## config.mk

```make
export PLATFORM = sky130hd
export DESIGN_NAME = ex_mem_pipeline_register
export DESIGN_NICKNAME = d
export VERILOG_FILES = /design/src/rtl/ex_mem_pipeline_register.sv
export SDC_FILE = /design/constraint.sdc
export NUM_CORES = 1
export LEC_CHECK = 0
export ABC_AREA = 1
export CAP_MARGIN = 20
export CORE_UTILIZATION = 43
export DETAILED_ROUTE_END_ITERATION = 16
export GPL_ROUTABILITY_DRIVEN = 0
export PLACE_DENSITY = 0.79
export SETUP_SLACK_MARGIN = 0.1
export SLEW_MARGIN = 20
export SYNTH_ARGS = -nofsm -noshare
export SYNTH_HDL_FRONTEND = slang
export SYNTH_SLANG_ARGS = --single-unit
```

## constraint.sdc

```tcl
create_clock -name clk -period 2.2 [get_ports clk]
set_input_delay 0.55 -clock clk [delete_from_list [all_inputs] [get_ports clk]]
set_output_delay 0.55 -clock clk [all_outputs]
set_load 0.02 [all_outputs]
```

## src/rtl/ex_mem_pipeline_register.sv

```systemverilog
// ---------------------------------------------------------------------------
// ex_mem_pipeline_register
//
// EX/MEM pipeline register for the five-stage MIPS core. It drives the data
// memory's enables, load mode, address and store data from registered state,
// so nothing reaches the memory combinationally from EX. Misaligned or illegal
// accesses are screened before they are registered: the instruction still
// occupies MEM (mem_valid = 1) but with every enable forced low, and the first
// such fault is latched as an exception record for the hazard/exception unit.
// Retired (accepted, non-faulting, valid) loads and stores are counted.
//
// Pipeline control contract: on each rising edge the update priority is
//   rst > flush > stall > load.
// flush inserts a bubble (all enables low, datapath fields held), stall holds
// every pipeline field and both counters, load copies the EX inputs. exc_ack
// is honoured on every non-reset edge, whatever the pipeline is doing.
//
// Ports
//   clk, rst                 clock, synchronous active-high reset
//   stall, flush             pipeline hold / bubble insertion
//   ex_*                     EX-stage instruction fields
//   exc_ack                  clears the pending exception
//   mem_valid .. write_data  MEM-stage instruction / data memory controls
//   mem_reg_write, mem_mem_to_reg, mem_write_reg   to MEM/WB
//   exc_pending, exc_addr, exc_pc, exc_is_store    exception record
//   load_count, store_count  retirement counters (wrap at 2^COUNT_W)
// ---------------------------------------------------------------------------
module ex_mem_pipeline_register #(
  parameter int COUNT_W = 16
) (
  input  logic               clk,
  input  logic               rst,
  input  logic               stall,
  input  logic               flush,
  input  logic               ex_valid,
  input  logic               ex_mem_read,
  input  logic               ex_mem_write,
  input  logic [1:0]         ex_load_mode,
  input  logic [31:0]        ex_alu_result,
  input  logic [31:0]        ex_write_data,
  input  logic               ex_reg_write,
  input  logic               ex_mem_to_reg,
  input  logic [4:0]         ex_write_reg,
  input  logic [31:0]        ex_pc,
  input  logic               exc_ack,
  output logic               mem_valid,
  output logic               mem_read,
  output logic               mem_write,
  output logic [1:0]         load_mode,
  output logic [31:0]        address,
  output logic [31:0]        write_data,
  output logic               mem_reg_write,
  output logic               mem_mem_to_reg,
  output logic [4:0]         mem_write_reg,
  output logic               exc_pending,
  output logic [31:0]        exc_addr,
  output logic [31:0]        exc_pc,
  output logic               exc_is_store,
  output logic [COUNT_W-1:0] load_count,
  output logic [COUNT_W-1:0] store_count
);

  logic               r_valid;
  logic               r_read;
  logic               r_write;
  logic [1:0]         r_load_mode;
  logic [31:0]        r_address;
  logic [31:0]        r_write_data;
  logic               r_reg_write;
  logic               r_mem_to_reg;
  logic [4:0]         r_write_reg;
  logic               r_exc_pending;
  logic [31:0]        r_exc_addr;
  logic [31:0]        r_exc_pc;
  logic               r_exc_is_store;
  logic [COUNT_W-1:0] r_load_count;
  logic [COUNT_W-1:0] r_store_count;

  logic w_fault;
  logic w_load;
  logic w_capture;
  logic w_count_load;
  logic w_count_store;

  // Fault screen on the EX inputs. Stores are always word stores; loads are
  // word (00), signed half (01) or unsigned half (10); mode 11 is illegal.
  always_comb begin
    w_fault = 1'b0;
    if (ex_valid) begin
      if (ex_mem_write && (ex_alu_result[1:0] != 2'b00)) begin
        w_fault = 1'b1;
      end
      if (ex_mem_read) begin
        case (ex_load_mode)
          2'b00:        if (ex_alu_result[1:0] != 2'b00) w_fault = 1'b1;
          2'b01, 2'b10: if (ex_alu_result[0]) w_fault = 1'b1;
          default:      w_fault = 1'b1;
        endcase
        if (ex_mem_write) begin
          w_fault = 1'b1;
        end
      end
    end
  end

  assign w_load        = !flush && !stall;
  // A new fault overwrites the record only if none is held, or if the held
  // one is being acknowledged on this very edge.
  assign w_capture     = w_load && w_fault && (!r_exc_pending || exc_ack);
  assign w_count_load  = w_load && ex_valid && !w_fault && ex_mem_read;
  assign w_count_store = w_load && ex_valid && !w_fault && ex_mem_write;

  always_ff @(posedge clk) begin
    if (rst) begin
      r_valid        <= 1'b0;
      r_read         <= 1'b0;
      r_write        <= 1'b0;
      r_load_mode    <= 2'b00;
      r_address      <= 32'd0;
      r_write_data   <= 32'd0;
      r_reg_write    <= 1'b0;
      r_mem_to_reg   <= 1'b0;
      r_write_reg    <= 5'd0;
      r_exc_pending  <= 1'b0;
      r_exc_addr     <= 32'd0;
      r_exc_pc       <= 32'd0;
      r_exc_is_store <= 1'b0;
      r_load_count   <= '0;
      r_store_count  <= '0;
    end else begin
      // Pipeline fields
      if (flush) begin
        r_valid      <= 1'b0;
        r_read       <= 1'b0;
        r_write      <= 1'b0;
        r_reg_write  <= 1'b0;
        r_mem_to_reg <= 1'b0;
      end else if (!stall) begin
        r_valid      <= ex_valid;
        r_read       <= ex_valid && ex_mem_read   && !w_fault;
        r_write      <= ex_valid && ex_mem_write  && !w_fault;
        r_reg_write  <= ex_valid && ex_reg_write  && !w_fault;
        r_mem_to_reg <= ex_valid && ex_mem_to_reg && !w_fault;
        r_load_mode  <= ex_load_mode;
        r_address    <= ex_alu_result;
        r_write_data <= ex_write_data;
        r_write_reg  <= ex_write_reg;
      end

      // Retirement counters
      if (w_count_load) begin
        r_load_count <= r_load_count + COUNT_W'(1);
      end
      if (w_count_store) begin
        r_store_count <= r_store_count + COUNT_W'(1);
      end

      // Exception record: capture beats acknowledge
      if (w_capture) begin
        r_exc_pending  <= 1'b1;
        r_exc_addr     <= ex_alu_result;
        r_exc_pc       <= ex_pc;
        r_exc_is_store <= ex_mem_write;
      end else if (exc_ack) begin
        r_exc_pending  <= 1'b0;
      end
    end
  end

  assign mem_valid      = r_valid;
  assign mem_read       = r_read;
  assign mem_write      = r_write;
  assign load_mode      = r_load_mode;
  assign address        = r_address;
  assign write_data     = r_write_data;
  assign mem_reg_write  = r_reg_write;
  assign mem_mem_to_reg = r_mem_to_reg;
  assign mem_write_reg  = r_write_reg;
  assign exc_pending    = r_exc_pending;
  assign exc_addr       = r_exc_addr;
  assign exc_pc         = r_exc_pc;
  assign exc_is_store   = r_exc_is_store;
  assign load_count     = r_load_count;
  assign store_count    = r_store_count;

endmodule
```

Word-level counts from Yosys, hierarchy flattened --
Index checks and enable logic that the tools add are counted.
Storage, ports and cells: latch bits 0, bits in read-only memories 0, output and inout bits 174, register bits after elaboration 174, memories kept 0, memory bits (writable) 0
Cells by class: $lt $le $gt $ge 0, divide/modulo/power cells 0, reductions and logical operators 27, shift operators 0, multiplexer cells 9, bitwise gates (word level) 2, $mul 0, add/sub/neg operators 2, eq/ne operators 2
Operators by type and width (number):
- adder 16 x 1 -> 16 bit (second input constant) | 2
- logical AND 1 bit | 16
- 2-to-1 mux 1 bit | 8
- logical NOT 1 bit | 4
- nonzero test 2 bit | 2
- OR reduction 2 bit | 2
- equality test 2 x 1 -> 1 bit (second input constant) | 1
- equality test 2 bit (second input constant) | 1
- logical NOT 2 bit | 1
- inverter 1 bit | 2
- one-hot mux 1 bit (2 select lines) | 1
- AND reduction 2 bit | 1
- logical OR 1 bit | 1

Longest topological paths before layout --
depth in word-level cells 11, mapped depth 10, mapped depth without buffers 10

Worst setup path before layout --
Ideal clock, no wire load.
kind input -> register, start input port ex_load_mode[0], end register r_exc_pc[12], in the netlist exc_pc[12], data arrival time 1.643 ns, path slack 0.441 ns, path buffers 2, setup time 0.116 ns, stages 10, path through ha_1 inv_1 nand2_1 nand3_2 nand2_2 nor2_2 buf_4 buf_6 a21oi_1 nor2_1
On the way: longest elaborated chain between the ends 8, elaborated cells on any way between the ends 10
Ends and longest elaborated chain:
- start, declared | line 38 | input logic [1:0] ex_load_mode,
- equality test 2 x 1 -> 1 bit / equality test 2 bit (equally long branches) | line 94 | case (ex_load_mode)
- OR reduction 2 bit | line 94
- one-hot mux 1 bit (2 select lines) (*) | line 94
- 2-to-1 mux 1 bit (*) | line 99 | if (ex_mem_write) begin
- 2-to-1 mux 1 bit (*) | line 93 | if (ex_mem_read) begin
- 2-to-1 mux 1 bit (*) | line 89 | if (ex_valid) begin
- logical AND 1 bit (*) (2 in a row) | line 109 | assign w_capture = w_load && w_fault && (!r_exc_pending || exc_ack);
- end signal, assigned | line 162 | r_exc_pc <= ex_pc;
- end, declared | line 74 | logic [31:0] r_exc_pc;
Mark *: on every way between the ends. The rest lies on a longest branch, timed or not. A chain may end at the register's enable or synchronous reset.

Worst setup path in the final report --
start register r_load_count[8], in the netlist load_count[8], end output port load_count[8]
RTL lines:
- start, declared | line 76 | logic [COUNT_W-1:0] r_load_count;
- start signal, assigned | line 152 | r_load_count <= r_load_count + COUNT_W'(1);
- end, declared | line 59 | output logic [COUNT_W-1:0] load_count,
No word-level cell between the ends.

==> results_dict.tcl <==
set metrics [dict create \
    run_status "finished clean" \
    hpwl_dp_um 14400 \
    period_share_pct 93.4 \
    worst-r2r-cell-count 9 \
    post-layout-total-power_uw 7560 \
    regToRegSetupSlack_ps 690 \
    critical_path_arrival_ps 1510 \
    placedCellCount 1380 \
    finalClockSkew_ps 10.6 \
    syn_nets 1028 \
    synth.distinct_cells 28 \
    timing.max_slew.rel_slack_pct 63.9 \
    number_of_vias_per_cell 4.97 \
    period_needed_ps 2060 \
    io-pin-count 287 \
    path_clk_slew_ps 60 \
    clock_tree_from_tritoncts "yes" \
    power-per-cell-area_mw_per_mm2 701 \
    start_util_pct 44.5 \
    startpoint_type "register" \
    layout-drive-gt1-share_pct 6.62 \
    synth_enable_flop_cells 0 \
    worstPathCellList "clkdlybuf4s50_1" \
    die_area_mm2 0.0164 \
    worst_hold_path.endpoint "mem_reg_write" \
    required_time_reported_for_the_critical_path_endpoint_ps 1650 \
    syn_area_per_cell_um2 7.50 \
    num_vias 7057 \
    source_of_the_worst_hold_timing_path "mem_reg_write" \
    synth.top_cell.area_share_pct 50.9 \
    tightestPinTransition_ps 541 \
    final_area_mm2 0.0108 \
    fmax_ghz 0.487 \
    synth_flop_cell "dfxtp_1" \
    setup_tns_ps 0 \
    timing_max_transition_violations_final 0 \
    endpoint_kind "primary output" \
    worstHoldPathCells 2 \
    finalHoldViolations 0 \
    number_of_i_o_port_buffers 286 \
    cts_root_buf "clkbuf_16" \
    util_after_layout_pct 70.2 \
    cell_taking_the_most_area_after_synthesis "dfxtp_1" \
    inserted_clock_buffers 17 \
    wl_per_cell_um 14.9 \
    final_cell_mix "281 x clkdlybuf4s50_1, 254 x nor2_1, 174 x dfxtp_1, 105 x o21ai_0, 93 x nand2_1" \
    async_reset_ff_share_pct 0 \
    grt_start_max_net_pins 73 \
    design.core.area_mm2 0.0154 \
    report.final.setup_viol 0 \
    layout.cells.most_common "clkdlybuf4s50_1" \
    yosys_register_bits 174 \
    global_route.usage.total_pct 25.1 \
    vdd.ir_drop.worst_mv 0.470 \
    drt_pass1_iterations 7 \
    cpLargestDelayFamily "buffers and inverters" \
    antenna_found_initial 0 \
    regToRegEndpoint "store_count[10]" \
    syn_inst 912 \
    yosysSeqAreaShare_pct 50.9 \
    first_global_vias 6670 \
    route.antenna.remaining_nets 0 \
    netlist_top_cells_area "dfxtp_1 51%, nor2_1 14%, o21ai_0 7.9%, a21oi_1 6.5%, nand2_1 5.2%" \
    routed_wl_um 21200 \
    htree_num_levels 4 \
    die_x_um 128 \
    clk-insertion-delay-late_ps 420 \
    hold_class "reg -> reg" \
    critical_path.n_buffers_inverters 1 \
    die_h_um 128 \
    global_route.overflow_total 0 \
    crit-reg2reg-launch "store_count[1]" \
    grt_pass1_wl_um 32500 \
    area_added_between_synthesis_and_finish_pct 57.7 \
    layout.nets 1314 \
    netlist_area_before_placement_mm2 0.00684 \
    row_count 45 \
    placement.cell_area_mm2 0.0100 \
    synthesis.yosys.warnings 0 \
    p_leak_uw 0.00422 \
    rsz0062_at_grt "false" \
    cts_max_path_buffers 2 \
    critical_path.slowest_cell "clkdlybuf4s50_1" \
    cpPeakStageDelay_ps 650 \
    clock-sinks 174 \
    drtIter0Drc 325 \
    n_diodes 0 \
    final-instance-count-excl-fill 1420 \
    critPathMaxFanout 5 \
    remaining_drc_errors 0 \
    max-cap-violations 0 \
    timing_worst_setup_path_type "reg -> out" \
]
-- Yosys cell counts, types with 2 or more instances --
master	count
a21oi_1	89
buf_2	2
buf_4	3
buf_6	11
clkbuf_1	41
dfxtp_1	174
ha_1	3
inv_1	39
inv_2	4
nand2_1	94
nand3_1	18
nand3b_1	2
nand4_1	7
nor2_1	254
nor3_1	3
o21ai_0	108
o21ai_1	40
xnor2_1	3
xor2_1	8
-- worst max-delay path by stage --
stage / end / slack, ps / cells after the start / from
3_3_place_gp: exc_addr[31] / -220 / 9 / ex_load_mode[0]
2_1_floorplan: exc_pc[12] / 440 / 10 / ex_load_mode[0]
3_5_place_dp: load_count[13] / -260 / 10 / ex_load_mode[0]
5_1_grt: store_count[8] / 100 / 1 / store_count[8]
4_1_cts: store_count[4] / 100 / 1 / store_count[4]
6_report: load_count[8] / 140 / 1 / load_count[8]
-- timing repair --
item,in CTS,in global routing
pin swaps,0,3
gates cloned,0,5
hold endpoints to repair,0,0
setup buffers,0,5
gates resized for setup,1,12
endpoints found under the setup margin,1,56
hold buffers,0,0
-- stage by stage --
stage	hold slack [ps]	setup slack, ps
4_1_cts	466	101
6_report	462	145
5_1_grt	475	100
3_5_place_dp	457	-256
3_3_place_gp	451	-221
2_1_floorplan	533	441
-- report_power, final --
group          switching (uW)  leakage, uW  internal, uW
logic                     554      0.00252           568
clock network            1240     0.000286          1840
registers                68.6      0.00142          3290
total                    1860      0.00422          5700
-- cells by family after synthesis --
group / synth area share [%]
xor+xnor: 1.41
buf+inv: 6.90
simple gates: 22.6
fa+ha+maj: 0.549
compound gates: 17.6
flops: 50.9
-- layout make-up --
type                    count  area, um^2
flip-flops and latches    174        3480
fillers                  1264        4590
multi-input cells         639        2910
clock buffers              21         460
inverters                  43         163
repair buffers            323        3360
clock inverters             9         136
well taps                 211         264
-- routing by layer --
metal / vias to the layer above / global-route usage [%] / part of all wire [%]
li1: 3537 / - / -
met1: 3219 / 28.8 / 41
met2: 255 / 41.2 / 47
met3: 46 / 8.89 / 8.3
met4: 0 / 12.9 / 3.6
met5: - / 0 / 0
No activity file was read; power rests on OpenSTA's default activity.
